$ cat src/rtl/match_result_collector_pkg.sv
`default_nettype none
// ============================================================================
// Module      : match_result_collector_pkg
// Description : Shared constants and result-entry layout for the collector
//               and the two-lane priority solver that feeds it.
// Revision    : 1.0 - initial release
// ============================================================================
package match_result_collector_pkg;

  // Rule identifier width, common to the solver and the collector
  localparam int RULE_ID_W = 14;

  // Default sequence tag width
  localparam int SEQ_W_DEF = 16;

  // Buffered result entry: rule ID (0 on miss), hit flag, sequence tag
  typedef struct packed {
    logic [RULE_ID_W-1:0] rule;
    logic                 hit;
    logic [SEQ_W_DEF-1:0] seq;
  } entry_t;

  localparam int ENTRY_W = $bits(entry_t);

  // Entry width for non-default rule / sequence widths
  function automatic int entry_width(input int rule_w, input int seq_w);
    return rule_w + 1 + seq_w;
  endfunction

endpackage
`default_nettype wire

$ cat src/rtl/match_result_collector_if.sv
`default_nettype none
// ============================================================================
// Module      : match_result_collector_if
// Description : Two-lane solver result ingress plus the ready/valid result
//               stream towards the action engine.
// Revision    : 1.0 - initial release
// ============================================================================
interface match_result_collector_if
  import match_result_collector_pkg::*;
#(
  parameter int RULE_ID = RULE_ID_W,
  parameter int SEQ_W   = SEQ_W_DEF
);

  logic [RULE_ID-1:0] rule_id1;
  logic [RULE_ID-1:0] rule_id2;
  logic               data_valid_in1;
  logic               data_valid_in2;
  logic               action_valid_in1;
  logic               action_valid_in2;

  logic               res_valid;
  logic               res_ready;
  logic [RULE_ID-1:0] res_rule_id;
  logic               res_hit;
  logic [SEQ_W-1:0]   res_seq;

  // Solver / consumer side
  modport master (
    output rule_id1, rule_id2, data_valid_in1, data_valid_in2,
           action_valid_in1, action_valid_in2, res_ready,
    input  res_valid, res_rule_id, res_hit, res_seq
  );

  // Collector side
  modport slave (
    input  rule_id1, rule_id2, data_valid_in1, data_valid_in2,
           action_valid_in1, action_valid_in2, res_ready,
    output res_valid, res_rule_id, res_hit, res_seq
  );

endinterface
`default_nettype wire

$ cat src/rtl/match_result_collector_dual_wr_fifo.sv
`default_nettype none
// ============================================================================
// Module      : dual_wr_fifo
// Description : FWFT FIFO with two ordered write ports (port 1 lands first)
//               and a single read port. wr_en2 is only used with wr_en1.
// Revision    : 1.0 - initial release
// ============================================================================
module dual_wr_fifo #(
  parameter int DEPTH = 16,
  parameter int WIDTH = 31
) (
  input  wire logic                     clk,
  input  wire logic                     RSTn,
  input  wire logic                     wr_en1,
  input  wire logic [WIDTH-1:0]         wr_data1,
  input  wire logic                     wr_en2,
  input  wire logic [WIDTH-1:0]         wr_data2,
  input  wire logic                     rd_en,
  output logic      [WIDTH-1:0]         rd_data,
  output logic      [$clog2(DEPTH):0]   occupancy
);

  localparam int                 c_ptr_w = $clog2(DEPTH);
  localparam logic [c_ptr_w-1:0] c_one   = c_ptr_w'(1);
  localparam logic [c_ptr_w-1:0] c_two   = c_ptr_w'(2);

  logic [WIDTH-1:0]   r_mem [DEPTH];
  logic [c_ptr_w-1:0] r_wptr;
  logic [c_ptr_w-1:0] r_rptr;
  logic [c_ptr_w:0]   r_occ;
  logic [c_ptr_w-1:0] w_wptr_p1;
  logic [1:0]         w_n_wr;

  assign w_wptr_p1 = r_wptr + c_one;
  assign w_n_wr    = {1'b0, wr_en1} + {1'b0, wr_en2};

  // Storage: port 1 at the write pointer, port 2 right behind it
  always_ff @(posedge clk) begin
    if (wr_en1) r_mem[r_wptr]    <= wr_data1;
    if (wr_en2) r_mem[w_wptr_p1] <= wr_data2;
  end

  // Pointers and occupancy; pointers wrap naturally at DEPTH
  always_ff @(posedge clk or negedge RSTn) begin
    if (!RSTn) begin
      r_wptr <= '0;
      r_rptr <= '0;
      r_occ  <= '0;
    end else begin
      if (wr_en2)      r_wptr <= r_wptr + c_two;
      else if (wr_en1) r_wptr <= w_wptr_p1;
      if (rd_en)       r_rptr <= r_rptr + c_one;
      r_occ <= r_occ + (c_ptr_w+1)'(w_n_wr) - (c_ptr_w+1)'(rd_en);
    end
  end

  // Head is forced to zero while empty so stale storage never shows
  assign rd_data   = (r_occ != '0) ? r_mem[r_rptr] : '0;
  assign occupancy = r_occ;

endmodule
`default_nettype wire

$ cat src/rtl/match_result_collector.sv
`default_nettype none
// ============================================================================
// Module      : match_result_collector
// Description : Tags two-lane solver results with sequence numbers, buffers
//               them and serialises them onto one ready/valid stream. Counts
//               overflow drops and flags almost-full for ingress throttling.
// Revision    : 1.0 - initial release
// ============================================================================
module match_result_collector
  import match_result_collector_pkg::*;
#(
  parameter int RULE_ID  = RULE_ID_W,
  parameter int DEPTH    = 16,
  parameter int SEQ_W    = 16,
  parameter int AFULL_TH = 4,
  parameter int DROP_W   = 16
) (
  input  wire logic                 clk,
  input  wire logic                 RSTn,
  match_result_collector_if.slave   bus,
  output logic                      almost_full,
  output logic      [DROP_W-1:0]    drop_cnt,
  input  wire logic                 clr_drop
);

  localparam int               c_ptr_w = $clog2(DEPTH);
  localparam int               c_ent_w = entry_width(RULE_ID, SEQ_W);
  localparam logic [c_ptr_w:0] c_depth = (c_ptr_w+1)'(DEPTH);
  localparam logic [c_ptr_w:0] c_two   = (c_ptr_w+1)'(2);
  localparam logic [c_ptr_w:0] c_afull = (c_ptr_w+1)'(AFULL_TH);

  typedef struct packed {
    logic [RULE_ID-1:0] rule;
    logic               hit;
    logic [SEQ_W-1:0]   seq;
  } ent_t;

  logic [SEQ_W-1:0]  r_seq;
  logic [DROP_W-1:0] r_drop_cnt;
  logic              r_almost_full;

  ent_t              w_ent1, w_ent2, w_wr_d1, w_wr_d2, w_rd;
  logic              w_wr1, w_wr2, w_pop;
  logic [c_ptr_w:0]  w_occ, w_free, w_occ_next;
  logic [1:0]        w_n_valid, w_n_wr, w_n_drop;
  logic [DROP_W:0]   w_drop_sum;

  assign w_free     = c_depth - w_occ;
  assign w_n_valid  = {1'b0, bus.data_valid_in1} + {1'b0, bus.data_valid_in2};
  assign w_n_wr     = {1'b0, w_wr1} + {1'b0, w_wr2};
  assign w_n_drop   = w_n_valid - w_n_wr;
  assign w_pop      = bus.res_valid && bus.res_ready;
  assign w_occ_next = w_occ + (c_ptr_w+1)'(w_n_wr) - (c_ptr_w+1)'(w_pop);
  assign w_drop_sum = {1'b0, r_drop_cnt} + (DROP_W+1)'(w_n_drop);

  // Build lane entries; lane 2 takes the next tag when lane 1 is also valid
  always_comb begin
    w_ent1.rule = bus.action_valid_in1 ? bus.rule_id1 : '0;
    w_ent1.hit  = bus.action_valid_in1;
    w_ent1.seq  = r_seq;
    w_ent2.rule = bus.action_valid_in2 ? bus.rule_id2 : '0;
    w_ent2.hit  = bus.action_valid_in2;
    w_ent2.seq  = r_seq + SEQ_W'(bus.data_valid_in1);
  end

  // Admission against start-of-cycle free space; a lone lane-2 result is
  // compacted onto write port 1
  always_comb begin
    w_wr1   = 1'b0;
    w_wr2   = 1'b0;
    w_wr_d1 = w_ent1;
    w_wr_d2 = w_ent2;
    if (bus.data_valid_in1) begin
      w_wr1 = (w_free != '0);
      w_wr2 = bus.data_valid_in2 && (w_free >= c_two);
    end else if (bus.data_valid_in2) begin
      w_wr1   = (w_free != '0);
      w_wr_d1 = w_ent2;
    end
  end

  dual_wr_fifo #(
    .DEPTH (DEPTH),
    .WIDTH (c_ent_w)
  ) u_fifo (
    .clk       (clk),
    .RSTn      (RSTn),
    .wr_en1    (w_wr1),
    .wr_data1  (w_wr_d1),
    .wr_en2    (w_wr2),
    .wr_data2  (w_wr_d2),
    .rd_en     (w_pop),
    .rd_data   (w_rd),
    .occupancy (w_occ)
  );

  // Sequence counter, saturating drop counter and almost-full flag
  always_ff @(posedge clk or negedge RSTn) begin
    if (!RSTn) begin
      r_seq         <= '0;
      r_drop_cnt    <= '0;
      r_almost_full <= 1'b0;
    end else begin
      r_seq <= r_seq + SEQ_W'(w_n_valid);
      if (clr_drop)               r_drop_cnt <= '0;
      else if (w_drop_sum[DROP_W]) r_drop_cnt <= '1;
      else                        r_drop_cnt <= w_drop_sum[DROP_W-1:0];
      r_almost_full <= ((c_depth - w_occ_next) <= c_afull);
    end
  end

  assign bus.res_valid   = (w_occ != '0);
  assign bus.res_rule_id = w_rd.rule;
  assign bus.res_hit     = w_rd.hit;
  assign bus.res_seq     = w_rd.seq;
  assign almost_full     = r_almost_full;
  assign drop_cnt        = r_drop_cnt;

endmodule
`default_nettype wire

$ cat src/flat_wrapper.sv
// flat-port wrapper written by rule: the top's interface ports become plain ports
module match_result_collector_flat import match_result_collector_pkg::*;
#(
  parameter int RULE_ID  = RULE_ID_W,
  parameter int DEPTH    = 16,
  parameter int SEQ_W    = 16,
  parameter int AFULL_TH = 4,
  parameter int DROP_W   = 16
)
  (clk, RSTn, almost_full, drop_cnt, clr_drop, bus_rule_id1, bus_rule_id2, bus_data_valid_in1, bus_data_valid_in2, bus_action_valid_in1, bus_action_valid_in2, bus_res_ready, bus_res_valid, bus_res_rule_id, bus_res_hit, bus_res_seq);
  match_result_collector_if #(.RULE_ID(RULE_ID), .SEQ_W(SEQ_W)) bus_i ();
  input  wire logic clk;
  input  wire logic RSTn;
  output logic almost_full;
  output logic      [DROP_W-1:0] drop_cnt;
  input  wire logic clr_drop;
  input wire logic [$bits(bus_i.rule_id1)-1:0] bus_rule_id1;
  input wire logic [$bits(bus_i.rule_id2)-1:0] bus_rule_id2;
  input wire logic [$bits(bus_i.data_valid_in1)-1:0] bus_data_valid_in1;
  input wire logic [$bits(bus_i.data_valid_in2)-1:0] bus_data_valid_in2;
  input wire logic [$bits(bus_i.action_valid_in1)-1:0] bus_action_valid_in1;
  input wire logic [$bits(bus_i.action_valid_in2)-1:0] bus_action_valid_in2;
  input wire logic [$bits(bus_i.res_ready)-1:0] bus_res_ready;
  output wire logic [$bits(bus_i.res_valid)-1:0] bus_res_valid;
  output wire logic [$bits(bus_i.res_rule_id)-1:0] bus_res_rule_id;
  output wire logic [$bits(bus_i.res_hit)-1:0] bus_res_hit;
  output wire logic [$bits(bus_i.res_seq)-1:0] bus_res_seq;
  assign bus_i.rule_id1 = bus_rule_id1;
  assign bus_i.rule_id2 = bus_rule_id2;
  assign bus_i.data_valid_in1 = bus_data_valid_in1;
  assign bus_i.data_valid_in2 = bus_data_valid_in2;
  assign bus_i.action_valid_in1 = bus_action_valid_in1;
  assign bus_i.action_valid_in2 = bus_action_valid_in2;
  assign bus_i.res_ready = bus_res_ready;
  assign bus_res_valid = bus_i.res_valid;
  assign bus_res_rule_id = bus_i.res_rule_id;
  assign bus_res_hit = bus_i.res_hit;
  assign bus_res_seq = bus_i.res_seq;
  match_result_collector #(.RULE_ID(RULE_ID), .DEPTH(DEPTH), .SEQ_W(SEQ_W), .AFULL_TH(AFULL_TH), .DROP_W(DROP_W)) u_core (.clk(clk), .RSTn(RSTn), .bus(bus_i), .almost_full(almost_full), .drop_cnt(drop_cnt), .clr_drop(clr_drop));
endmodule
$ cat config.mk
export PLATFORM = sky130hd
export DESIGN_NAME = match_result_collector_flat
export DESIGN_NICKNAME = d
export VERILOG_FILES = /design/src/rtl/match_result_collector_pkg.sv /design/src/rtl/match_result_collector_if.sv /design/src/rtl/match_result_collector_dual_wr_fifo.sv /design/src/rtl/match_result_collector.sv /design/src/flat_wrapper.sv
export SDC_FILE = /design/constraint.sdc
export NUM_CORES = 1
export LEC_CHECK = 0
export CORE_AREA = 2 2 312 314
export DETAILED_ROUTE_END_ITERATION = 6
export DIE_AREA = 0 0 314 316
export SLEW_MARGIN = 20
export SYNTH_ARGS = -nofsm -noshare
export SYNTH_HDL_FRONTEND = slang
export SYNTH_SLANG_ARGS = --single-unit
$ cat constraint.sdc
create_clock -name clk -period 4.9 [get_ports clk]
set_input_delay 0.49 -clock clk [delete_from_list [all_inputs] [get_ports clk]]
set_output_delay 0.49 -clock clk [all_outputs]
set_load 0.03 [all_outputs]
Yosys cells after proc, flatten, opt, wreduce, memory -nomap -nowiden
Memories as Yosys holds them, arrays and structs flattened. Cells that the tools add are included.

RAM bits: 496. Output and inout port bits: 49. Bits in registers: 46. Word-level logic and storage cells: 43. Bits of input ports: 36. Memories: 1.

Reduce and logical (&&, ||, !) cells: 5. Add/subtract/negate cells: 13. Order comparisons: 2. Muxes and demuxes: 16.

Memory list: u_core.u_fifo.r_mem (depth 16, width 31, read ports 1, clocked after Yosys merged registers in 0, wr ports 2, line match_result_collector_dual_wr_fifo.sv:27) `logic [WIDTH-1:0] r_mem [DEPTH];`.

Operators with widths (number): 31-bit 2-to-1 mux (3); 16-bit 2-to-1 mux (2); 14-bit 2-to-1 mux (2); 16-bit by 2-bit adder with 17-bit output (1); 16-bit by 1-bit adder with 16-bit output (1); 16-bit by 2-bit adder with 16-bit output (1); 5-bit nonzero test (2); 5-bit subtractor (first input constant) (2); 4-bit by 1-bit adder with 4-bit output (second input constant) (2); 4-bit 2-to-1 mux (2); 1-bit 2-to-1 mux (7); 5-bit by 2-bit adder with 5-bit output (1); 5-bit by 2-bit greater-or-equal comparator with 1-bit output (second input constant) (1); 5-bit by 3-bit <= comparator with 1-bit output (second input constant) (1); 5-bit by 1-bit subtractor with 5-bit output (1); 1-bit by 1-bit adder with 2-bit output (2); 4-bit by 2-bit adder with 4-bit output (second input constant) (1); 1-bit logical AND (2); 2-bit nonzero test (1); 2-bit subtractor (1).

Depth between registers and ports, before layout
Gate-level depths: netlist (run 1).

Word-level depth: 9. Mapped depth: 18. Mapped depth without buffers: 17.

By module
Synthesis (run 1) repeated with hierarchy kept, for this count alone.

Cells, all modules: 1924. Area, all modules: 29105.4 sq um.

By module, submodules not included: dual_wr_fifo (times used 1, cells an instance 1591, area an instance 26271.4 sq um); match_result_collector (times used 1, cells an instance 333, area an instance 2834.0 sq um).

Worst setup path before layout (run 1)
Ideal clock, no wire load.

Path kind: register -> register. From: register u_core.u_fifo.r_occ[0], in the netlist u_core.u_fifo.occupancy[0]. To: register u_core.r_drop_cnt[12], in the netlist u_core.drop_cnt[12]. Slack: 1.131 ns. Clock period less this slack: 3.769 ns. Buffers on the path: 0. Arrival: 3.639 ns. Setup time: 0.130 ns. Stages on the path, launching flop included: 18. Cells stage by stage: dfrtp_1 > inv_1 > ha_1 > and2_1 > ha_1 > nand2_1 > a211oi_1 > nor2_1 > inv_1 > ha_1 > nor2b_1 > xnor2_1 > fa_1 > nand4_1 > or2_2 > nor2_1 > nor4b_1 > nor3_1.

Word-level cells in the longest chain between the ends: 9.

RTL lines: start: declaration (line match_result_collector_dual_wr_fifo.sv:30) `logic [c_ptr_w:0] r_occ;`; start signal: assignment (line match_result_collector_dual_wr_fifo.sv:53) `r_occ <= r_occ + (c_ptr_w+1)'(w_n_wr) - (c_ptr_w+1)'(rd_en);`; 5-bit subtractor * (line match_result_collector.sv:48) `assign w_free = c_depth - w_occ;`; 5-bit by 2-bit greater-or-equal comparator with 1-bit output or 5-bit nonzero test (tied branches) (line match_result_collector.sv:75, match_result_collector.sv:74, match_result_collector.sv:77); 1-bit logical AND or 1-bit 2-to-1 mux (tied branches) (line match_result_collector.sv:75, match_result_collector.sv:76); 1-bit 2-to-1 mux (line match_result_collector.sv:73) `if (bus.data_valid_in1) begin`; 1-bit by 1-bit adder with 2-bit output * (line match_result_collector.sv:50) `assign w_n_wr = {1'b0, w_wr1} + {1'b0, w_wr2};`; 2-bit subtractor * (line match_result_collector.sv:51) `assign w_n_drop = w_n_valid - w_n_wr;`; 16-bit by 2-bit adder with 17-bit output * (line match_result_collector.sv:54) `assign w_drop_sum = {1'b0, r_drop_cnt} + (DROP_W+1)'(w_n_drop);`; 16-bit 2-to-1 mux * (line match_result_collector.sv:106) `else if (w_drop_sum[DROP_W]) r_drop_cnt <= '1;`; 16-bit 2-to-1 mux * (line match_result_collector.sv:105) `if (clr_drop) r_drop_cnt <= '0;`; end signal: assignment (line match_result_collector.sv:107) `else r_drop_cnt <= w_drop_sum[DROP_W-1:0];`; end: declaration (line match_result_collector.sv:39) `logic [DROP_W-1:0] r_drop_cnt;`.

Mark *: on every way between the ends. The rest lies on a longest branch, timed or not. A chain may end at the register's enable or synchronous reset.

Worst setup path in the final report (run 1)
From: register u_core.u_fifo.r_occ[2], in the netlist u_core.u_fifo.occupancy[2]. To: register u_core.r_drop_cnt[4], in the netlist u_core.drop_cnt[4].

The elaborated chain is that of the path after synthesis.

==> impl_metrics.toml, run 1 <==
[run_status]
run_status = "finished clean"

[global_route]
grt_pass1_vias = 18980
grt_use_total = 0.171
grt_pass1_wl_um = 127000
grt_max_degree = 49
gr-total-overflow = 0
antenna_found_initial = 1

[synthesis]
yosysWarnings = 0
synth_edf_count = 496
seq_area_frac_synth = 0.563
yosysUniqueCellTypes = 61
syn-instance-count = 2337
synth-main-ff-cell = "edfxtp_1"
synth_nets = 2403
syn_area_um2 = 28500
async_flop_share = 0.0849
avgSynthCellArea_um2 = 12.2
postSynthRegisterBits = 542

[clock_tree]
cts_setup_buffers = 0
htreeDepth = 2
cts.sink_count = 542
path_clk_slew_ps = 60
cts_made_buffers = 58
cts_tree = "yes"
cts_root_buf = "clkbuf_16"
clockBufferDepth = 3
clk_latency_ps = 650

[setup_path]
r2r.worst_path.cells = 16
cp-start-kind = "flip-flop"
arrival_ps = 4920
end_kind = "flip-flop"
worst-path-buf-inv = 2
slowest_stage = "dfrtp_1"
crit_fanout = 13
critPathKind = "reg -> reg"
regToRegEndpoint = "u_core.drop_cnt[4]$_DFF_PN0_"
worstPathCellList = "inv_1, ha_1, and2_1, ha_2, nand2_1, a211oi_1, nor2_1, inv_1, ha_1, nor2b_1, xnor2_1, fa_1, nand4_1, nor2_1, nand3_1, a21oi_1"
slowest_delay_ps = 450
required_ps = 5460
r2r-start = "u_core.u_fifo.occupancy[2]$_DFF_PN0_"
worst-r2r-setup-slack_ps = 550
path_delay_family = "simple AND/OR/NAND/NOR gates"

[sta]
relSlewSlack = 0.250
tightest_slew_ps = 1120
fin_crit_ps = 4350
finalCritPeriodShare = 0.889
hold_viol = 0
finalMaxSlewViolations = 0
clock_skew_ps = 39.9
rsz0062_at_grt = "no"
setup_ws_ps = 546
setup_viol = 0
whs_ps = 473
timing.setup.tns_ps = 0
fmax_mhz = 230

[layout]
layout_commonest_cell = "edfxtp_1"
regArea_um2 = 16100
final_area_um2 = 32400
final_core_util = 0.337
nFillCells = 9398
area_growth_pct = 13.6
final_cell_mix = "edfxtp_1 (496), a21oi_1 (438), nor2_1 (392)"
drive_gt1_frac = 0.178
antenna_cells = 0
fin_nets = 2401
multiInputGateArea_um2 = 11000

[power_and_ir_drop]
combinationalPowerShare = 0.409
p_int_mw = 11.9
power_frac_seq = 0.358
ir_worst_vdd_v = 0.000394
p_per_area_nw_per_um2 = 588
p_sw_mw = 7.18
switching_share = 0.377
p_leak_nw = 11.9
p_clk_frac = 0.233

[place]
portBuffers = 84
preCtsSetupSlack_ps = 524
hpwl_um = 50900
gp_congestion = 0.803
place_area_um2 = 30500

[floorplanning]
die_area_um2 = 99200
die_x_um = 314
coreArea_um2 = 96000
start_util = 0.297
ios = 85
fp.dieH_um = 316
rows = 114

[min_path]
min_path_type = "in -> async"

[route]
firstDrtPassIters = 5
viasPerCell = 5.34
drc_errors = 0
routed_wl_um = 85600
wl_per_cell_um = 23.4
vias = 19538
drtAntennaViolNets = 0
drt-initial-drc-count = 2297

[job]
maxCapViolations = 0
per-layer routing:
layer / vias up / global-route usage / share of wire
met5: - / 0 / 0.00015
met4: 2 / 0.0463 / 0.026
met3: 153 / 0.0287 / 0.082
met2: 908 / 0.276 / 0.47
met1: 9823 / 0.238 / 0.42
li1: 8652 / - / -
cells in the mapped netlist, types with 5 or more instances:
cell / number / area (um^2)
edfxtp_1: 496 / 14900
a21oi_1: 438 / 2190
nor2_1: 393 / 1480
mux4_2: 124 / 2790
clkbuf_1: 91 / 342
nand2_1: 86 / 323
buf_2: 72 / 360
mux2i_1: 68 / 681
a22oi_1: 62 / 465
dfrtp_1: 46 / 1150
buf_6: 45 / 507
xnor2_1: 35 / 307
nor3_1: 32 / 160
buf_4: 27 / 203
ha_1: 27 / 338
nand3_1: 26 / 130
xor2_1: 26 / 228
o211ai_1: 25 / 188
inv_1: 24 / 90.1
and3_1: 21 / 131
buf_1: 20 / 75.1
and2_1: 17 / 106
mux2_2: 17 / 191
a21oi_2: 12 / 105
nand3_2: 11 / 110
nor2b_1: 10 / 62.6
nor3_4: 9 / 146
o211ai_2: 7 / 87.6
nand4_1: 6 / 37.5
nor4_2: 6 / 75.1
a21o_1: 5 / 37.5
logic make-up (layout without fill, tap and decap cells):
kind of cell,count (synthesis),after routing,share of synthesized area
multiplexers,209,209,0.129
adder cells (fa/ha/maj),30,30,0.0140
buffers and inverters,279,322,0.0553
AO/OA/AOI/OAI,571,571,0.114
AND/OR/NAND/NOR,644,644,0.106
XOR/XNOR,62,62,0.0193
flip-flops,542,542,0.563
layout make-up:
type,instances,share of cell area
clock inverter,29,0.0102
clock buffer,76,0.0475
multi-input combinational,1516,0.340
tap,1276,0.0493
sequential,542,0.496
timing repair buffer,193,0.0546
inverter,24,0.00278
worst max-delay path by stage:
stage	to	from	slack (ps)	cells past startpoint
after floorplan	u_core.drop_cnt[12]$_DFF_PN0_	u_core.u_fifo.occupancy[0]$_DFF_PN0_	1130	17
after global placement	u_core.drop_cnt[10]$_DFF_PN0_	u_core.u_fifo.occupancy[2]$_DFF_PN0_	690	16
after detailed placement	u_core.drop_cnt[6]$_DFF_PN0_	u_core.u_fifo.occupancy[2]$_DFF_PN0_	520	16
after CTS	u_core.drop_cnt[4]$_DFF_PN0_	u_core.u_fifo.occupancy[2]$_DFF_PN0_	490	16
after global routing	u_core.drop_cnt[9]$_DFF_PN0_	u_core.u_fifo.occupancy[2]$_DFF_PN0_	20	16
final	u_core.drop_cnt[4]$_DFF_PN0_	u_core.u_fifo.occupancy[2]$_DFF_PN0_	550	16
power groups by stage:
stage / Clock [mW] / Sequential (mW) / Combinational (mW)
final: 4.43 / 6.83 / 7.79
after detailed placement: 0 / 6.91 / 7.82
after CTS: 4.48 / 6.82 / 7.85
after global placement: 0 / 6.89 / 7.77
after floorplan: 0 / 6.62 / 5.25
after global routing: 4.67 / 6.91 / 8.35
per-stage QoR:
| step | std cells | power [mW] |
|---|---|---|
| 4_1_cts | 3656 | 19.2 |
| 3_5_place_dp | 3550 | 14.7 |
| 3_3_place_gp | 3550 | 14.7 |
| 6_report | 3656 | 19.0 |
| 5_1_grt | 3656 | 19.9 |
| 2_1_floorplan | 2337 | 11.9 |
worst reg2reg max path: cells and delay by family, from the launching register on:
family                     cells  cell delay [ps]
and+or+nand+nor                7             1450
adders and majority gates      4             1130
AOI/OAI and AO/OA              2              710
DFF                            1              450
xor gates and xnor gates       1              300
buffers and inverters          2              210
repair_timing:
item	CTS	global route
resized for setup	0	0
hold endpoints to repair	46	0
hold buffers	1	0
registers in the layout (all words and copies together), names as in the netlist:
name and cells:
u_core.u_fifo.r_wptr 4, u_core.u_fifo.r_rptr 4, u_core.r_seq 16, u_core.drop_cnt 16, u_core.u_fifo.r_mem 496, u_core.u_fifo.occupancy 5, u_core.almost_full 1
No activity file was read; power rests on OpenSTA's default activity.
==> inputs of run 2 (changes only) <==
--- a/config.mk
+++ b/config.mk
@@ -8,6 +8,7 @@
 export CORE_AREA = 2 2 312 314
 export DETAILED_ROUTE_END_ITERATION = 6
 export DIE_AREA = 0 0 314 316
+export DONT_BUFFER_PORTS = 1
 export SLEW_MARGIN = 20
 export SYNTH_ARGS = -nofsm -noshare
 export SYNTH_HDL_FRONTEND = slang
==> run 2 against run 1 <==
Sequential share of layout area up 1.5 points. Die area unchanged. Register-to-register slack about the same. Hold slack worse by 350 ps. Clock skew down 13 ps. First-iteration DRC count up 2.7%. Fmax about the same. Sequential power up 2%. Sequential cell count unchanged. Critical endpoint is now u_core.drop_cnt[1]$_DFF_PN0_. Largest cell class unchanged.
==> impl_metrics.toml, run 2 (synthesis results as in run 1) <==
[setup_path]
required_ps = 5450
slowest_stage = "dfrtp_1"
end_kind = "flip-flop"
r2r.worst_path.cells = 16
worstPathCellList = "inv_1, ha_1, and2_1, ha_2, nand2_1, a211oi_1, nor2_1, inv_1, ha_1, nor2b_1, xnor2_1, fa_1, nand4_1, nor2_1, nand3_1, a21oi_1"
path_depth = 16
cp-start-kind = "flip-flop"
worst-path-buf-inv = 2
path_delay_family = "simple AND/OR/NAND/NOR gates"
critPathKind = "reg -> reg"
arrival_ps = 4900
slowest_delay_ps = 440
crit_fanout = 13

[floorplanning]
die_x_um = 314
coreArea_um2 = 96000
die_area_um2 = 99200
fp.dieH_um = 316
start_util = 0.297
rows = 114
ios = 85

[route]
viasPerCell = 5.35
wl_per_cell_um = 23.6
drc_errors = 0
drt-initial-drc-count = 2360
firstDrtPassIters = 5
drtAntennaViolNets = 0
vias = 19064
routed_wl_um = 84100

[run_status]
run_status = "finished clean"

[clock_tree]
clockBufferDepth = 3
cts_made_buffers = 56
ctsResizeCount = 0
cts_setup_buffers = 0
cts_tree = "yes"
postCtsHoldBufs = 3
clk_latency_ps = 630
cts.sink_count = 542
cts_root_buf = "clkbuf_16"
path_clk_slew_ps = 60
htreeDepth = 2

[layout]
nFillCells = 9373
largest_reg_flops = 496
final_area_um2 = 31400
layout_commonest_cell = "edfxtp_1"
top_register = "u_core.u_fifo.r_mem"
area_growth_pct = 10.2
final_cells = 3561
final_cell_mix = "edfxtp_1 (496), a21oi_1 (437), nor2_1 (392)"
drive_gt1_frac = 0.183
fin_nets = 2304

[place]
hpwl_um = 50200
dp.cells = 3453
gp_congestion = 0.838
place_area_um2 = 29600
portBuffers = 0

[sta]
relSlewSlack = 0.222
tightest_slew_ps = 1170
finalMaxSlewViolations = 0
timing.setup.tns_ps = 0
whs_ps = 121
fmax_mhz = 230
hold_viol = 0
clock_skew_ps = 26.9
setup_viol = 0
fin_crit_ps = 4360
rsz0062_at_grt = "no"
finalCritPeriodShare = 0.889

[global_route]
grt_max_degree = 49
gr-total-overflow = 0
grt_pass1_wl_um = 124000
antenna_found_initial = 5
grt_pass1_vias = 18576
grt_use_total = 0.167

[power_and_ir_drop]
p_clk_frac = 0.227
p_sw_mw = 7.10
ir_worst_vdd_v = 0.000345
switching_share = 0.390
p_leak_nw = 11.5
p_per_area_nw_per_um2 = 580
p_int_mw = 11.1
power_frac_seq = 0.383
combinationalPowerShare = 0.391

[job]
maxCapViolations = 0

[min_path]
min_path_cells = 2
min_path_type = "in -> reg"
[run 2: cell count changes in the layout (fill, tap and decap cells not counted), sizes merged]
| cell | delta |
|---|---|
| diode | +4 |
| clkdlybuf4s50 | -83 |
| dlygate4sd3 | +1 |
| clkinv | -1 |
| clkinvlp | +1 |
| clkbuf | +1 |
| bufinv | -5 |
| buf | -13 |
[run 2: area by class of cell]
class	count	area, um^2	area share
Inverter	24	90.1	0.00287
Sequential cell	542	16100	0.511
Tap cell	1276	1600	0.0508
Clock buffer	77	1550	0.0494
Multi-Input combinational cell	1516	11100	0.352
Clock inverter	24	186	0.00593
Antenna cell	4	10.0	0.000319
Timing Repair Buffer	98	873	0.0278
[run 2: worst paths after layout]
kind                                                       from                                    to  slack [ps]
setup / recovery           u_core.u_fifo.occupancy[0]$_DFF_PN0_          u_core.drop_cnt[1]$_DFF_PN0_         540
hold reg to reg                       u_core.r_seq[0]$_DFF_PN0_             u_core.r_seq[0]$_DFF_PN0_         580
hold / removal                             bus_action_valid_in2  u_core.u_fifo.r_mem[8][16]$_DFFE_PP_         120
max in group asynchronous                                  RSTn   u_core.u_fifo.r_rptr[0]$_DFFE_PN0P_        4290
min in group asynchronous                                  RSTn         u_core.drop_cnt[10]$_DFF_PN0_         360
setup reg to reg           u_core.u_fifo.occupancy[0]$_DFF_PN0_          u_core.drop_cnt[1]$_DFF_PN0_         540
[run 2: metrics by stage]
step	util	setup slack (ps)	total power, mW
after detailed placement	0.308	481	14.1
final	0.327	543	18.2
after global placement	0.308	615	14.1
after floorplan	-	1130	11.9
after CTS	0.327	491	18.3
after global routing	0.327	110	19.0
[run 2: power groups by stage]
stage,combinational (mW),clock (mW),sequential [mW]
after global routing,7.62,4.35,7.06
after detailed placement,7.09,0,7.06
after CTS,7.14,4.19,6.96
after global placement,7.03,0,7.03
final,7.12,4.13,6.97
after floorplan,5.25,0,6.62
[run 2: metal layers]
metal  vias up  GRT usage  wire (um)
met4         6     0.0531       2430
li1       8457          -          -
met1      9469      0.232      35300
met5         -          0         40
met2       973      0.260      38300
met3       159     0.0373       8030
==> inputs of run 3 (changes only) <==
--- a/config.mk
+++ b/config.mk
@@ -5,10 +5,12 @@
 export SDC_FILE = /design/constraint.sdc
 export NUM_CORES = 1
 export LEC_CHECK = 0
-export CORE_AREA = 2 2 312 314
+export CORE_AREA = 2 2 231 233
 export DETAILED_ROUTE_END_ITERATION = 6
-export DIE_AREA = 0 0 314 316
+export DIE_AREA = 0 0 233 235
 export DONT_BUFFER_PORTS = 1
+export PLACE_DENSITY = 0.7
+export SKIP_LAST_GASP = 1
 export SLEW_MARGIN = 20
 export SYNTH_ARGS = -nofsm -noshare
 export SYNTH_HDL_FRONTEND = slang
==> run 3 against run 2 <==
The run now ends with DRC left. Die area fell by 45%. Register-to-register slack gained 50 ps. Critical path depth is 1 higher. Critical path type unchanged.
==> impl_metrics.toml, run 3 (synthesis results as in run 1) <==
[clock_tree]
cts_made_buffers = 56
path_clk_slew_ps = 60
clockBufferDepth = 3
htreeDepth = 2
cts.sink_count = 542
cts_root_buf = "clkbuf_16"
cts_setup_buffers = 0
cts_tree = "yes"
clk_latency_ps = 610

[sta]
setup_viol = 0
rsz0062_at_grt = "no"
fmax_mhz = 232
relSlewSlack = 0.233
fin_crit_ps = 4300
finalMaxSlewViolations = 0
hold_viol = 0
tightest_slew_ps = 1140
timing.setup.tns_ps = 0
finalCritPeriodShare = 0.878
clock_skew_ps = 13.0

[floorplanning]
rows = 84
coreArea_um2 = 52200
start_util = 0.546
die_area_um2 = 54800
fp.dieH_um = 235
ios = 85
die_x_um = 233

[route]
drc_errors = 1
routed_wl_um = 78700
drtAntennaViolNets = 0
firstDrtPassIters = 7
viasPerCell = 6.59
drt-initial-drc-count = 2529
vias = 19390
wl_per_cell_um = 26.7

[global_route]
grt_pass1_wl_um = 117000
grt_use_total = 0.288
grt_pass1_vias = 19029
antenna_found_initial = 1
gr-total-overflow = 0
grt_max_degree = 52

[layout]
top_register = "u_core.u_fifo.r_mem"
antenna_cells = 0
fin_nets = 2280
final_cells = 2943
multiInputGateArea_um2 = 11100
area_growth_pct = 7.26
drive_gt1_frac = 0.174
regArea_um2 = 16100
layout_commonest_cell = "edfxtp_1"
nFillCells = 4048
largest_reg_flops = 496
final_cell_mix = "edfxtp_1 (496), a21oi_1 (434), nor2_1 (392)"

[power_and_ir_drop]
p_leak_nw = 11.4
p_per_area_nw_per_um2 = 591
ir_worst_vdd_v = 0.000307

[min_path]
min_to = "u_core.u_fifo.r_mem[5][16]$_DFFE_PP_"
min_path_type = "in -> reg"
worstHoldStart = "bus_action_valid_in2"
min_path_cells = 2

[setup_path]
crit_fanout = 7
r2r.worst_path.cells = 17
cp-start-kind = "flip-flop"
worst-r2r-setup-slack_ps = 600
cp-startpoint = "u_core.u_fifo.occupancy[0]$_DFF_PN0_"
r2r-start = "u_core.u_fifo.occupancy[0]$_DFF_PN0_"
critPathKind = "reg -> reg"
required_ps = 5360
end_kind = "flip-flop"
arrival_ps = 4760
regToRegEndpoint = "u_core.drop_cnt[12]$_DFF_PN0_"

[place]
gp_congestion = 0.866
hpwl_um = 45800
dp.cells = 2839
portBuffers = 0

[job]
maxCapViolations = 0

[run_status]
run_status = "finished, violations left"
violations = "DRC"
[run 3: metrics by stage]
stage	instance area (um^2)	util	setup WS [ps]	total power, mW	hold WS, ps
final	30600	0.585	597	18.1	137
after global routing	30600	0.585	1.65	18.8	133
after CTS	30500	0.584	506	18.0	113
after detailed placement	28700	0.549	532	13.8	196
after global placement	28600	0.548	704	13.6	197
after floorplan	28500	-	1130	11.9	194
[run 3: worst max-delay path by stage]
| stage | endpoint | slack [ps] | cells after the start |
|---|---|---|---|
| finish | u_core.drop_cnt[12]$_DFF_PN0_ | 600 | 17 |
| global route | u_core.drop_cnt[12]$_DFF_PN0_ | 2 | 17 |
| CTS | u_core.drop_cnt[6]$_DFF_PN0_ | 510 | 16 |
| detailed placement | u_core.drop_cnt[6]$_DFF_PN0_ | 530 | 16 |
| global placement | u_core.drop_cnt[12]$_DFF_PN0_ | 700 | 17 |
| floorplan | u_core.drop_cnt[12]$_DFF_PN0_ | 1130 | 17 |
[run 3: area by class of cell]
| type | instances | area share |
|---|---|---|
| repair buffers | 74 | 0.0240 |
| clock buffers | 78 | 0.0502 |
| inverters | 24 | 0.00295 |
| well taps | 688 | 0.0282 |
| clock inverters | 21 | 0.00724 |
| multi-input cells | 1516 | 0.362 |
| flip-flops and latches | 542 | 0.525 |
[run 3: worst max-delay path, cell delays in order (launching register included)]
cell	delay, ps
dfrtp_1	440
inv_1	90
ha_1	240
and2_1	150
ha_2	350
nand2_1	60
a211oi_1	410
nor2_1	250
inv_1	100
ha_1	270
nor2b_1	160
xnor2_1	280
fa_1	300
nand4_1	160
or2_2	360
nor2_1	200
nor4b_1	260
nor3_1	70
[run 3: layer usage]
layer	vias up	GRT usage	part of all wire
li1	8406	-	-
met1	9579	0.392	0.37
met2	1232	0.462	0.48
met3	171	0.0580	0.12
met4	2	0.101	0.036
met5	-	0	0.00017
[run 3: timing repair]
| item | CTS | global route |
|---|---|---|
| endpoints found under the setup margin | 0 | 13 |
| endpoints found under the hold margin | 62 | 0 |
| hold buffers | 3 | 0 |
| gates resized for setup | 0 | 1 |
[run 3: power breakdown]
part / total (mW) / switching, mW / internal [mW]
combinational: 6.95 / 4.49 / 2.45
clock: 4.20 / 1.77 / 2.43
sequential: 6.92 / 0.593 / 6.33
